<file path="config.mk">
export PLATFORM = sky130hd
export DESIGN_NAME = mem_responder
export DESIGN_NICKNAME = d
export VERILOG_FILES = /design/src/rtl/mem_responder_pkg.sv /design/src/rtl/mem_responder.sv
export SDC_FILE = /design/constraint.sdc
export NUM_CORES = 1
export LEC_CHECK = 0
export CAP_MARGIN = 25
export CORE_MARGIN = 2
export CORE_UTILIZATION = 43
export CTS_BUF_LIST = sky130_fd_sc_hd__clkbuf_4 sky130_fd_sc_hd__clkbuf_8
export DETAILED_ROUTE_END_ITERATION = 10
export GPL_TIMING_DRIVEN = 1
export PLACE_DENSITY = 0.65
export SLEW_MARGIN = 20
export SYNTH_ARGS = -nofsm -noshare
export SYNTH_HDL_FRONTEND = slang
export SYNTH_SLANG_ARGS = --single-unit
</file>
<file path="constraint.sdc">
create_clock -name clock -period 25.9 [get_ports clock]
set_input_delay 5.18 -clock clock [delete_from_list [all_inputs] [get_ports clock]]
set_output_delay 5.18 -clock clock [all_outputs]
set_load 0.05 [all_outputs]
</file>
<file path="src/rtl/mem_responder_pkg.sv">
// Shared parameters for the core memory responder: geometry, loader FSM
// encoding and the core's opcode set.
package mem_responder_pkg;

  localparam int MEM_DEPTH = 32;
  localparam int MEM_WIDTH = 16;
  localparam int ADDR_W    = 5;
  localparam int WL_W      = 6;

  typedef enum logic [1:0] {
    LOAD_LO = 2'd0,
    LOAD_HI = 2'd1,
    RUN     = 2'd2
  } ld_state_e;

  typedef enum logic [3:0] {
    OP_NOP   = 4'h0,
    OP_LOAD  = 4'h1,
    OP_STORE = 4'h2,
    OP_ADD   = 4'h3,
    OP_SUB   = 4'h4,
    OP_JMP   = 4'h5,
    OP_BEQ   = 4'h6,
    OP_HALT  = 4'hF
  } opcode_e;

endpackage

</file>
<file path="src/rtl/mem_responder.sv">
// Program memory with a byte-serial image loader; once the image is in, the
// core owns the memory and the loader is locked out until reset.
module mem_responder
  import mem_responder_pkg::*;
#(
  parameter int DEPTH = MEM_DEPTH,
  parameter int WIDTH = MEM_WIDTH
) (
  input  logic              clock,
  input  logic              reset,
  input  logic [ADDR_W-1:0] mem_addr,
  input  logic [WIDTH-1:0]  mem_write_data,
  input  logic              mem_write,
  output logic [WIDTH-1:0]  mem_read_data,
  input  logic              load_valid,
  input  logic [7:0]        load_byte,
  input  logic              load_last,
  output logic              load_ready,
  output logic              start_execution,
  output logic [WL_W-1:0]   words_loaded,
  output logic              load_error
);

  localparam int IDX_W = (DEPTH > 1) ? $clog2(DEPTH) : 1;

  ld_state_e        state_q;
  logic [7:0]       lo_q;
  logic [WL_W-1:0]  wl_q;
  logic             err_q, ready_q, start_q;
  logic [WIDTH-1:0] mem_q [DEPTH];

  logic             accept, last_word;
  logic             wr_en_d;
  logic [IDX_W-1:0] wr_idx_d;
  logic [WIDTH-1:0] wr_data_d;

  assign accept    = load_valid && ready_q;
  assign last_word = (wl_q == WL_W'(DEPTH - 1));

  // Single memory write port, shared by loader and core by FSM state.
  always_comb begin
    wr_en_d   = 1'b0;
    wr_idx_d  = '0;
    wr_data_d = '0;
    unique case (state_q)
      LOAD_LO: if (accept && load_last) begin
        wr_en_d   = 1'b1;
        wr_idx_d  = wl_q[IDX_W-1:0];
        wr_data_d = WIDTH'(load_byte);
      end
      LOAD_HI: if (accept) begin
        wr_en_d   = 1'b1;
        wr_idx_d  = wl_q[IDX_W-1:0];
        wr_data_d = WIDTH'({load_byte, lo_q});
      end
      RUN: if (mem_write && (int'(mem_addr) < DEPTH)) begin
        wr_en_d   = 1'b1;
        wr_idx_d  = IDX_W'(mem_addr);
        wr_data_d = mem_write_data;
      end
      default: ;
    endcase
  end

  always_ff @(posedge clock or posedge reset) begin
    if (reset) begin
      state_q <= LOAD_LO;
      lo_q    <= '0;
      wl_q    <= '0;
      err_q   <= 1'b0;
      ready_q <= 1'b1;
      start_q <= 1'b0;
    end else begin
      unique case (state_q)
        LOAD_LO: if (accept) begin
          if (load_last) begin
            // Image ended on a low byte: store it zero-extended and flag it.
            wl_q    <= wl_q + 1'b1;
            err_q   <= 1'b1;
            state_q <= RUN;
            ready_q <= 1'b0;
            start_q <= 1'b1;
          end else begin
            lo_q    <= load_byte;
            state_q <= LOAD_HI;
          end
        end
        LOAD_HI: if (accept) begin
          wl_q <= wl_q + 1'b1;
          if (load_last || last_word) begin
            state_q <= RUN;
            ready_q <= 1'b0;
            start_q <= 1'b1;
          end else begin
            state_q <= LOAD_LO;
          end
        end
        RUN: ;
        default: begin
          state_q <= LOAD_LO;
          ready_q <= 1'b1;
          start_q <= 1'b0;
        end
      endcase
    end
  end

  always_ff @(posedge clock or posedge reset) begin
    if (reset) begin
      for (int i = 0; i < DEPTH; i++) mem_q[i] <= '0;
    end else if (wr_en_d) begin
      mem_q[wr_idx_d] <= wr_data_d;
    end
  end

  assign mem_read_data   = (int'(mem_addr) < DEPTH) ? mem_q[IDX_W'(mem_addr)] : '0;
  assign load_ready      = ready_q;
  assign start_execution = start_q;
  assign words_loaded    = wl_q;
  assign load_error      = err_q;

endmodule
</file>
==> results of run 1 <==
[cell type report]
class | instances | area [um2]
fill | 4888 | 29400
timing repair buffer | 117 | 1120
clock buffer | 140 | 1780
sequential | 531 | 13300
tap | 765 | 957
antenna | 2 | 5.00
multi-input combinational | 1121 | 10700
clock inverter | 9 | 78.8
inverter | 4 | 22.5
[critical path, cell delays in order]
cell and delay [ns]:
clkbuf_8 0.53, buf_4 0.54, buf_12 0.29, mux4_2 0.52
mux4_2 0.49, mux2_2 0.32, clkdlybuf4s50_1 0.71
[state kept, by name, indices dropped and copies added, names as in the netlist]
name and count:
lo_q 8, load_error 1, load_ready 1, mem_q 512
start_execution 1, state_q 2, words_loaded 6
[stage by stage]
stage / hold slack [ns] / power [mW] / instances / setup WS, ns
after floorplan: 0.445 / 1.77 / 1824 / 5.88
after global placement: 0.457 / 1.93 / 2528 / 11.88
after detailed placement: 0.466 / 1.96 / 2534 / 11.83
after CTS: 0.479 / 2.74 / 2683 / 11.82
after global routing: 0.496 / 2.87 / 2688 / 11.78
final: 0.479 / 2.73 / 2689 / 12.03
[cells in the mapped netlist (9+ instances only)]
master and count:
mux2_1 11, buf_2 47, and2_1 9, dfrtp_1 530, mux2_2 207, clkbuf_1 71, buf_1 17, a2111oi_4 11
a22oi_1 16, nand2_1 103, o21ai_0 79, buf_6 24, a21oi_2 39, nor2_1 204, nor2_2 9, mux2_4 30
a21oi_1 172, mux4_2 160
[worst min-delay path by stage]
stage / to / startpoint / cells after the start / slack [ns]
2_1_floorplan: mem_q[144]$_DFFE_PP0P_ / mem_q[144]$_DFFE_PP0P_ / 2 / 0.44
3_3_place_gp: mem_q[46]$_DFFE_PP0P_ / mem_q[46]$_DFFE_PP0P_ / 2 / 0.46
3_5_place_dp: load_error$_DFFE_PP0P_ / load_error$_DFFE_PP0P_ / 1 / 0.47
4_1_cts: load_error$_DFFE_PP0P_ / load_error$_DFFE_PP0P_ / 1 / 0.48
5_1_grt: load_error$_DFFE_PP0P_ / load_error$_DFFE_PP0P_ / 1 / 0.50
6_report: mem_q[47]$_DFFE_PP0P_ / mem_q[47]$_DFFE_PP0P_ / 2 / 0.48
[power groups by stage]
stage / registers, mW / clock network (mW) / logic [mW]
2_1_floorplan: 1.20 / 0 / 0.565
3_3_place_gp: 1.22 / 0 / 0.710
3_5_place_dp: 1.22 / 0 / 0.736
4_1_cts: 1.21 / 0.791 / 0.736
5_1_grt: 1.24 / 0.828 / 0.796
6_report: 1.21 / 0.776 / 0.735
[layer usage]
| layer | wire, um | global-route usage (%) | vias up |
|---|---|---|---|
| li1 | - | - | 6716 |
| met1 | 28100 | 30.2 | 8098 |
| met2 | 33500 | 39.1 | 478 |
| met3 | 3610 | 3.76 | 139 |
| met4 | 2410 | 9.51 | 0 |
| met5 | 0 | 0 | - |
[cell families after synthesis]
family	Yosys count	synth area share [%]
AO/OA/AOI/OAI	345	9.21
XOR/XNOR	5	0.176
adder cells (fa/ha/maj)	1	0.0504
buffers and inverters	172	3.73
flip-flops	531	53.5
multiplexers	408	26.2
AND/OR/NAND/NOR	362	7.09
==> impl_summary.md, run 1 <==
GRT
After global routing the overflow that remains totals 0. Global routing used a little under a quarter of the available tracks. The number of global-route vias before repair is roughly 16000. The first-pass GRT wire length is just over 100000 um.

The initial antenna violation count came to 1. The largest net degree at the start of global routing is ~170.

Die
The die is between 200 and 250 um tall. The placeable core region is between 0.05 and 0.06 mm2. The floorplan die area is a little under 0.06 mm2. The x dimension of the die is ~240 um. The placement row count is 88. The starting density of the core is between 40% and 50%. For this design the top-level I/O count stands at about 60.

Clock tree
The clock tree from TritonCTS is built. The maximum root-to-sink buffer count is 3. The number of buffers inserted during clock tree synthesis is 87.

For this design, the CTS-stage hold fixing added 0 buffers. The clock sink count is 531. The later pin in the worst-skew pair is clocked with a latency of roughly 0.66 ns. The post-CTS setup repair buffer count is 0. After clock tree synthesis, the repair step resized 0 gates. The clock root buffer master is clkbuf_8. The clock-pin transition on the worst setup and hold timing paths is around 0.060 ns. The H-tree generated during clock tree synthesis spans 3 levels.

Place
The placed instances occupy a cell area of roughly 0.026 mm2. Detailed placement ended at an HPWL of around 38000 um. The count of buffers added on input and output ports is between 50 and 60. Routability-driven placement finished with a final weighted congestion of between 0.7 and 0.8.

Synthesis
The count of flip-flops with a built-in enable after synthesis is 0. Of the post-synthesis cell area, the dominant cell type holds roughly 53%. The sequential share of the synthesized area is between 50% and 60%.

The synthesized area per cell is 13.6 um2. The share of async-settable or async-resettable flops after synthesis is 100%. The number of distinct library cells after synthesis is 50.

After synthesis, the cell types taking the most area are dfrtp_1 (53%), mux4_2 (15%), mux2_2 (9.4%). Counting flops and latches in the post-synthesis netlist gives between 500 and 600. The cell area after synthesis is 0.0248 mm2. The largest total area in the synthesized netlist belongs to dfrtp_1. The gate count of the mapped netlist is about 1800. In the synthesized netlist the dominant register cell turns out to be dfrtp_1. The number of synthesis warnings is 0. Counting every net in the synthesized netlist gives around 1900.

Run
Max-cap violations in this run came to 0.

Layout
In the layout the commonest cells are dfrtp_1 (530), mux2_2 (207), nor2_1 (204). The final layout net count is 1897. The area of all placed cells without fillers is between 0.02 and 0.03 mm2. Compared with the post-synthesis result, the final layout area differs by 12.6%. The share of final-layout standard cells stronger than drive strength 1 is between 30% and 40%. Cells fill between 40 and 50% of the core in the end.

The library cell used most frequently in the layout, excluding fill and tap cells, is dfrtp_1.

Drt
Before antenna repair, the detailed router went through 5 iterations. The number of remaining DRC errors is 0. After detailed routing, the average wire length per cell comes to between 20 and 30 um.

The total number of vias is 15400. The detailed-route vias per instance is approximately 5.7. Once detail routing completed, the nets flagged for antenna violations numbered 0.

For this block, the routed nets add up to just under 70000 um of wire. The detailed router's first-iteration violation count is ~1300.

Power and ir drop
For this design the total switching power over the nets is about 850 uW. The proportion of power drawn by the clock network is between 20% and 30%. IR analysis of the VDD net gives a maximum drop of about 0.043 mV.

The standby leakage power is 12.3 nW. Per report_power, the sequential group accounts for around 45% of the total. In this run the power density over the cells is just under 100 mW/mm2. The switching share of power is between 30% and 40%. Cell internal power was estimated by the tool at between 1.5 and 2 mW. In this run, the combinational gates consume about 27% of the power.

Worst setup path
STA puts the critical path data required time at about 21 ns. Data arrives at the worst endpoint at around 8.7 ns. The critical path starts at mem_addr[0]. The setup slack of the worst register-to-register path is ~22 ns. The startpoint-to-endpoint class of the critical path is in2out. The end point of the critical path is mem_read_data[6]. The category of the worst setup path capture point is a primary output.

The depth of the worst register-to-register path is 4. Along the worst path, the maximum fanout reaches 57. The endpoint of the most critical register-to-register path is mem_q[374]$_DFFE_PP0P_. The worst register-to-register path begins at load_ready$_DFFE_PP1P_. The startpoint class of the critical path is an input pin.

STA
In the final timing run, aggregate negative setup slack is 0 ns. The headroom to the max-slew limit is slightly below 30%. The shortest clock period the worst path allows after layout is approximately 14 ns. For this run, the top clock speed supported by timing is around 72 MHz. Setup repair after global routing left no endpoint under its margin. Setup violations remaining at the end of the flow were counted as 0. The number of max-slew violations in the final report came to 0.

At the pin with the least slew margin, the transition time is between 1 and 1.5 ns. The final critical path takes up roughly 54% of the cycle. The clock arrives with 0.0184 ns of skew. The final-report hold violation count is 0.

Run status
The run finished with clean final reports.

Worst hold path
The type of the tightest min-delay check is reg2reg.
Note: power is estimated with default switching activity, not from simulation.
==> run 2, diff against run 1 <==
Settings changed: PLACE_DENSITY 0.65 to 0.67.
Clock period 25.9 ns to 12.6 ns, I/O delays scaled along.
==> impl_summary.md, run 2 (synthesized netlist as in run 1, its figures left out) <==
Power and ir drop
The proportion of power drawn by the clock network is 29.2% (+0.7 points). The total power consumption of the routed design came to 5.65 mW (+110%). The switching share of power is 31.4% (+0.051 points). The power spent charging and discharging nets is 1.77 mW (+110%). The design internal power came to 3.88 mW (+110%).

The power density over the cells is 202 mW/mm2 (+110%). The combinational cell fraction of total power is 26.7% (-0.3 points). The maximum vdd ir drop was 0.0799 mV (+84%). The standby leakage power came to 12.3 nW (-0.16%). The part of the total power dissipated in sequential elements came to 44.1% (-0.5 points).

Worst setup path
The highest net fanout along the worst path is 58 (+1.8%). The startpoint identified for the worst register-to-register timing path is load_ready$_DFFE_PP1P_. The signal on the critical path passes through buf_8 -> buf_16 -> buf_4 -> buf_12 -> mux4_2 -> mux4_2 -> mux2_2 -> clkdlybuf4s50_1. The most numerous cell type found on the critical path is mux4_2. The startpoint-to-endpoint class of the critical path is in2out. STA classifies the critical path startpoint as an input pin. The required arrival time at the worst endpoint is 10.08 ns (-10.64 ns).

The endpoint arrival time on the critical path is 6.19 ns (-2.50 ns). The category of the worst setup path capture point is a primary output. The start point of the critical path is mem_addr[0]. The largest individual stage delay along the critical path comes from the cell clkdlybuf4s50_1. The biggest cell delay along the critical path is 0.71 ns (about the same).

Worst hold path
In this run the most critical hold path is launched from mem_q[153]$_DFFE_PP0P_. The type of the tightest min-delay check is reg2reg.

Place
The count of input and output buffers came to 58 (unchanged). The worst-case setup slack after placement came to 3.58 ns (-8.25 ns). The total half-perimeter wirelength after legalization and detailed placement was 36500 um (-4.8%). The instance area at placement is 0.0259 mm2 (-0.39%).

The global placement routability congestion is 0.780 (+0.57%).

Drt
The number of nets with antenna violations after routing is 0 (unchanged). The total number of vias is 15600 (+0.95%). The detailed router's first-iteration violation count is 1129 (-14%). The wire length per cell after detailed routing came to 24.2 um (-3.7%). The sum of routed wire length over all layers is 65000 um (-3.8%). The number of search-and-repair iterations in the first detailed-routing pass is 5 (unchanged).

The detailed-route vias per instance came to 5.80 (+1.0%). The number of remaining DRC errors is 0 (unchanged).

Layout
The share of final-layout standard cells stronger than drive strength 1 was 36.6% (-0.085 points). The library cells used most frequently in the layout, excluding fill and tap cells, are dfrtp_1 (530), mux2_2 (207), nor2_1 (204). The commonest non-fill, non-tap cell in the layout is dfrtp_1. The area overhead of the layout relative to synthesis came to 12.6% (about the same). The register bank with the most flops is mem_q.

The number of flip-flops under the largest register name is 512 (unchanged). The fill cell total of the finished layout is 4829 (-1.2%). The final layout net count came to 1890 (-0.37%).

The area of all placed cells without fillers is 0.0279 mm2 (about the same). The utilization after layout came to 48.7% (about the same).

Clock tree
The clock-pin transition on the worst setup and hold timing paths came to 0.06 ns (about the same). The maximum root-to-sink buffer count is 3 (unchanged). The clock sink count is 531 (unchanged). The number of buffers inserted by hold repair at cts is 0 (unchanged).

The clock root buffer master is clkbuf_8. The level count of the clock H-tree is 3 (unchanged). The clock latency on the worst-skew pair is 0.66 ns (about the same).

The number of buffers inserted during clock tree synthesis came to 86 (-1.1%). The post-CTS setup repair buffer count came to 0 (unchanged). The post-cts gate resize count is 0 (unchanged). The clock tree from TritonCTS is built.

Die
The placeable core region was 0.0574 mm2 (unchanged). The floorplan die height was 244 um (unchanged). The number of placed I/O pins came to 59 (unchanged). The starting density of the core came to 43.3% (unchanged).

The floorplan die area came to 0.0597 mm2 (unchanged). The placement row count is 88 (unchanged). The x dimension of the die was 244 um (unchanged).

STA
After layout, the worst path uses 69.1% of the clock period. Setup repair after global routing left no endpoint under its margin. The shortest clock period the worst path allows after layout is between 8 and 9 ns. The maximum clock frequency is 115 MHz. The transition time at the pin with the least slew margin is 1.14 ns (+0.0818 ns). The headroom to the max-slew limit is 23.9% (-5.5 points).

The number of max-slew violations in the final report is 0 (unchanged). The worst clock skew on the final layout is 0.0240 ns (+0.00556 ns). The final setup violation count is 0 (unchanged). The setup slack of the critical path after layout is 3.89 ns (-8.14 ns).

The accumulated negative setup slack is 0 ns (unchanged). The final-report hold violation count is 0 (unchanged).

GRT
The largest net degree at the start of global routing came to 200 (+20%). The global router's overall resource usage was 22.4% (-0.86 points). The global route total overflow is 0 (unchanged).

The first-pass GRT wire length is 101000 um (-2.2%). The initial antenna violation count was 1 (unchanged). The number of global-route vias before repair is 16400 (+0.37%).

Run status
The flow ran to the end, and the final reports show no timing, DRC or antenna violations.

Run
The number of violations of the max-capacitance limit was 0 (unchanged).
==> run 2: changes by cell type in the layout (fill, tap and decap cells not counted), moves of 3 or more <==
cell / delta
buf_4: -3
buf_6: -4
clkbuf_8: -4
clkinvlp_4: +4
o2111ai_2: +4
o2111ai_4: -4
==> run 2: final timing paths <==
path                                               end  slack, ns  cells after the start
worst max register to register  mem_q[371]$_DFFE_PP0P_       9.07                      4
min in group asynchronous       mem_q[351]$_DFFE_PP0P_       2.48                      3
worst max-delay path                  mem_read_data[5]       3.89                      8
worst min register to register  mem_q[153]$_DFFE_PP0P_       0.48                      2
worst min-delay path            mem_q[153]$_DFFE_PP0P_       0.48                      2
max in group asynchronous       mem_q[150]$_DFFE_PP0P_       8.07                      6
==> run 2: cell type report <==
cell class	instances	area, um2	share of cell area [%]
multi-input cells	1121	10700	38.2
clock inverters	17	193	0.690
inverters	4	18.8	0.0672
flip-flops and latches	531	13300	47.6
clock buffers	137	1740	6.21
well taps	765	957	3.43
repair buffers	111	1080	3.86
diodes	1	2.50	0.00895
==> run 2: worst max-delay path: cells and delay by family <==
| kind | cells | cell delay (ns) |
|---|---|---|
| buffers and inverters | 5 | 2.19 |
| multiplexers | 3 | 1.36 |
==> run 2: metal layers <==
metal | vias up | GRT usage, % | part of all wire [%]
met1 | 8219 | 29.6 | 42
met2 | 490 | 36.5 | 49
met3 | 164 | 3.30 | 5.0
met4 | 0 | 10.9 | 4.4
met5 | - | 0 | 0
li1 | 6705 | - | -
==> run 2: metrics by stage <==
step | instances | hold WS, ns
after global placement | 2526 | 0.457
after global routing | 2687 | 0.489
after floorplan | 1824 | 0.445
after detailed placement | 2527 | 0.467
after CTS | 2681 | 0.480
final | 2687 | 0.479
==> run 2: power by group through the flow <==
stage               Sequential (mW)  Clock, mW  Combinational [mW]
global route                   2.55       1.76                1.63
global placement               2.49          0                1.46
CTS                            2.49       1.67                1.51
floorplan                      2.47          0                1.16
finish                         2.49       1.65                1.51
detailed placement             2.51          0                1.51
